===== config.mk =====
export PLATFORM = sky130hd
export DESIGN_NAME = seq_detect_param_mealy
export DESIGN_NICKNAME = d
export VERILOG_FILES = /design/src/rtl/seq_detect_param_mealy.sv
export SDC_FILE = /design/constraint.sdc
export NUM_CORES = 1
export LEC_CHECK = 0
export BUFFER_PORTS_ARGS = -buffer_cell sky130_fd_sc_hd__buf_2
export CAP_MARGIN = 20
export CORE_MARGIN = 3
export CORE_UTILIZATION = 47
export DETAILED_ROUTE_END_ITERATION = 12
export HOLD_SLACK_MARGIN = 0.1
export PLACE_DENSITY = 0.69
export SLEW_MARGIN = 20
export SYNTH_ARGS = -nofsm -noshare
export SYNTH_HDL_FRONTEND = slang
export SYNTH_SLANG_ARGS = --single-unit

===== constraint.sdc =====
create_clock -name clk -period 2.75 [get_ports clk]
set_clock_uncertainty 0.05 [all_clocks]
set_input_delay 0.275 -clock clk [delete_from_list [all_inputs] [get_ports clk]]
set_output_delay 0.275 -clock clk [all_outputs]
set_load 0.05 [all_outputs]

===== src/rtl/seq_detect_param_mealy.sv =====
// -----------------------------------------------------------------------------
// seq_detect_param_mealy
//
// Parametrised Mealy serial-pattern detector. It watches a qualified serial bit
// stream and flags, in the same cycle, the bit that completes the active N-bit
// pattern (MSB of the pattern is the oldest bit). The pattern can be replaced
// at run time, and a saturating hit counter tracks the number of matches.
//
// Parameters
//   N        pattern length in bits (2..16)
//   PATTERN  pattern in force after reset, MSB received first
//   OVERLAP  1: a match may reuse bits of the previous match
//            0: history is discarded after each match
//   CNT_W    hit counter width
//
// Ports
//   clk       rising-edge clock
//   rst       asynchronous, active-low reset
//   x_valid   x carries a stream bit this cycle
//   x         serial input bit
//   pat_load  replace the pattern with pat_in; x is ignored this cycle
//   pat_in    new pattern, MSB first
//   cnt_clr   synchronous clear of hit_cnt and cnt_sat (wins over a match)
//   y         combinational match, same cycle as the completing bit
//   y_q       y delayed by one clock
//   hit_cnt   saturating match count
//   cnt_sat   hit_cnt is all-ones (sticky until cnt_clr)
// -----------------------------------------------------------------------------
module seq_detect_param_mealy #(
  parameter int           N       = 5,
  parameter logic [N-1:0] PATTERN = 5'b11011,
  parameter bit           OVERLAP = 1'b1,
  parameter int           CNT_W   = 8
) (
  input  logic             clk,
  input  logic             rst,
  input  logic             x_valid,
  input  logic             x,
  input  logic             pat_load,
  input  logic [N-1:0]     pat_in,
  input  logic             cnt_clr,
  output logic             y,
  output logic             y_q,
  output logic [CNT_W-1:0] hit_cnt,
  output logic             cnt_sat
);

  // fill counts 0..N-1, so clog2(N) bits always suffice (N >= 2).
  localparam int              FILL_W    = $clog2(N);
  localparam logic [FILL_W-1:0] FILL_FULL = FILL_W'(N - 1);

  logic [N-1:0]       pat;
  logic [N-2:0]       hist;     // last N-1 valid bits, newest in the LSB
  logic [FILL_W-1:0]  fill;     // how many of those bits are meaningful
  logic [N-1:0]       window;   // candidate pattern formed with the current bit
  logic               match;
  logic [CNT_W-1:0]   cnt_next;

  assign window = {hist, x};

  // A load cycle never matches: the incoming x belongs to the old pattern's
  // stream and detection restarts from empty history.
  assign match = x_valid & ~pat_load & (fill == FILL_FULL) & (window == pat);

  // fill is already 0 while rst is low; gating keeps y quiet even if the
  // inputs wiggle during reset.
  assign y = match & rst;

  // NOTE: every variable written in always_comb gets a default first, so no
  // path leaves it unassigned and no latch is inferred.
  always_comb begin
    cnt_next = hit_cnt;
    if (cnt_clr) begin
      cnt_next = '0;
    end else if (match && !(&hit_cnt)) begin
      cnt_next = hit_cnt + CNT_W'(1);
    end
  end

  // Pattern, history and fill tracking.
  // NOTE: sequential state uses non-blocking assignments so every register
  // samples pre-edge values regardless of statement order.
  always_ff @(posedge clk or negedge rst) begin
    if (!rst) begin
      pat  <= PATTERN;
      hist <= '0;
      fill <= '0;
    end else if (pat_load) begin
      pat  <= pat_in;
      fill <= '0;
    end else if (x_valid) begin
      // hist keeps shifting after a non-overlapping match; the cleared fill
      // makes the stale bits invisible until N-1 new ones have arrived.
      hist <= window[N-2:0];
      if (match && !OVERLAP) begin
        fill <= '0;
      end else if (fill != FILL_FULL) begin
        fill <= fill + FILL_W'(1);
      end
    end
  end

  // Registered outputs. cnt_sat is derived from the next count, which makes it
  // sticky: the count cannot leave all-ones except through cnt_clr.
  always_ff @(posedge clk or negedge rst) begin
    if (!rst) begin
      y_q     <= 1'b0;
      hit_cnt <= '0;
      cnt_sat <= 1'b0;
    end else begin
      y_q     <= match;
      hit_cnt <= cnt_next;
      cnt_sat <= &cnt_next;
    end
  end

endmodule


==> metrics <==
die area=3300 um^2; clk sink count=22; end of the worst hold path=pat[0]; WS Path Type=reg -> reg; RR Endpoint=cnt_sat; cts repair resizes=0; TritonCTS clock tree=yes; leakage=roughly 0.65 nW; synthesized area=approximately 1200 um^2; most frequent cells in the layout=buf_2 (21), dfrtp_1 (18), mux2_2 (10); Reg area=556 um^2; largest family of logic cells by synthesized area=simple AND/OR/NAND/NOR gates; vias in the first global route=between 800 and 900; worst slew pin tran=0.488 ns; Worst EP arrival=2.35 ns; Worst Hold Depth=2; H-tree depth=1; DP Area=about 1300 um^2; # DRC=0; PD cells=468 nW/um^2; fraction of layout cells with a size suffix above 1=38.0%; diode count=0; Starting DRT DRC Count=23; Final Hold Viols=0; R2R setup slack=0.60 ns; clock buffer count from CTS=3; max-slew violation count=0; initial antenna violation count=0; setup violators final=0; Synth Area in Compound Gates=~8.9%; multi-input gate area in the final layout=632 um^2; max-cap violation count=0; Placeable Area=2500 um^2; Synth cell types=38; Worst setup SP type=flop; total power=0.000650 W; DR WL/cell=13.7 um; worst r2r src=pat[3]; First-pass DRT Iterations=4; total number of vias=846; Relative slew margins=67.5%; worst hold path type=in -> reg; clock buffer depth=2; Worst VDD drop=0.339 mV; syn nets=122; grt total ovfl=0; routability cong.=0.841; Final #Nets=144; ys flop type=dfrtp_1; Worst-path clk slew=0.12 ns; number of port buffers=21; GRT Total Usage=14.7%; Hold Path Origin=pat_in[0]; CP required=2.95 ns; wire length of the first global-routing pass=3750 um; EDFF count, synth=0; Synth Area in Adders=3.02%; post-DP HPWL=1710 um; async set-reset flop share out of synthesis=100%; Non-Filler Instances=159; critical path capture point type=flop; fmax=465 MHz; final wirelength=2180 um; crit-path max FO=8; Rows=18; commonest non-fill, non-tap cell in the layout=buf_2; XOR/XNOR Fraction of Synth Area=under 10%; Die H=57.4 um; Final Cycle Share=78.2%; Cells after DPL=roughly 150; Initial Util=between 40 and 50%; Hold Buf Count CTS=1; Yosys reg bits=22; root buf cell=clkbuf_4; Reg2Reg Depth=6; proportion of synthesized area in mux cells=11.5%; Design Area, Final=1390 um^2; Warnings, synthesis=0; Tmin final=2.15 ns; final core occ=55.5%; area grow syn2layout=11.6%; Post-Synthesis Cells=108; I/O pin count=22; die span in x=around 57 um; Detail Route Antenna Nets=0; Seq/Total Area, Yosys=44.7%; fillcell total=224; Worst-Skew Late Latency=0.31 ns; Syn Area/Cell=11.5 um^2; RSZ-0062 raised after global routing=false; outcome=finished clean; vias per cell=5.32; simple-gate portion of the synthesized area=21.1%; largest net degree at the start of global routing=24; setup bufs post-CTS=0; Setup TNS=0 ns
## registers in the layout (all words and copies together), names as in the netlist
register and flops:
hit_cnt 8, y_q 1, cnt_sat 1, hist 4
pat 5, fill 3
## metal layers
metal | GRT usage [%] | share of wire [%] | vias to the layer above
met5 | 0 | 0 | -
met4 | 2.98 | 0.87 | 0
met3 | 5.66 | 6.2 | 4
met2 | 22.7 | 44 | 18
met1 | 19.7 | 49 | 402
li1 | - | - | 422
## worst max-delay path by stage
| stage | endpoint | slack, ns | cells past startpoint | from |
|---|---|---|---|---|
| final | cnt_sat | 0.60 | 6 | pat[3] |
| after global routing | cnt_sat | 0.46 | 6 | pat[3] |
| after CTS | cnt_sat | 0.56 | 6 | pat[3] |
| after detailed placement | cnt_sat | 0.60 | 6 | pat[3] |
| after global placement | cnt_sat | 0.67 | 6 | pat[3] |
| after floorplan | cnt_sat | 0.47 | 7 | hit_cnt[0] |
## through the flow
step	hold slack [ns]	worst slack, ns
2_1_floorplan	-0.0706	0.468
3_3_place_gp	0.219	0.670
5_1_grt	0.125	0.460
4_1_cts	0.136	0.564
6_report	0.138	0.600
3_5_place_dp	0.222	0.598
## cells in the mapped netlist (3+ instances only)
library cell	n	area [um^2]
ha_1	3	37.5
nor2_1	9	33.8
nor3_1	5	25.0
mux2i_1	3	30.0
dfrtp_1	18	450
nand3_1	3	15.0
mux2_2	10	113
nand2_1	8	30.0
xor2_1	7	61.3
dfstp_2	4	105
inv_1	3	11.3
a21oi_1	3	15.0
## report_power, final
group	switching (W)	total [W]	internal, W
Combinational	0.0000493	0.0000969	0.0000476
Sequential	0.0000211	0.000376	0.000355
Clock	0.0000959	0.000177	0.0000809
Total	0.000166	0.000650	0.000484
## final cells by class
cell class | instances | area share (%)
multi-input cells | 78 | 45.5
flip-flops and latches | 22 | 40.0
repair buffers | 22 | 8.30
well taps | 30 | 2.71
clock buffers | 4 | 2.61
inverters | 3 | 0.812
## kinds of logic after synthesis
group	count (synthesis)
and+or+nand+nor	42
xor gates and xnor gates	9
muxes	13
AOI/OAI and AO/OA	11
DFF	22
adders and majority gates	3
buffers and inverters	8
## worst max-delay path, stage by stage, from the launching register on
cell	delay [ns]
dfstp_2	0.55
xor2_1	0.09
nor4_4	0.35
and2_1	0.41
a41oi_4	0.15
a311oi_2	0.27
and4_1	0.22
Note: power is estimated with default switching activity, not from simulation.
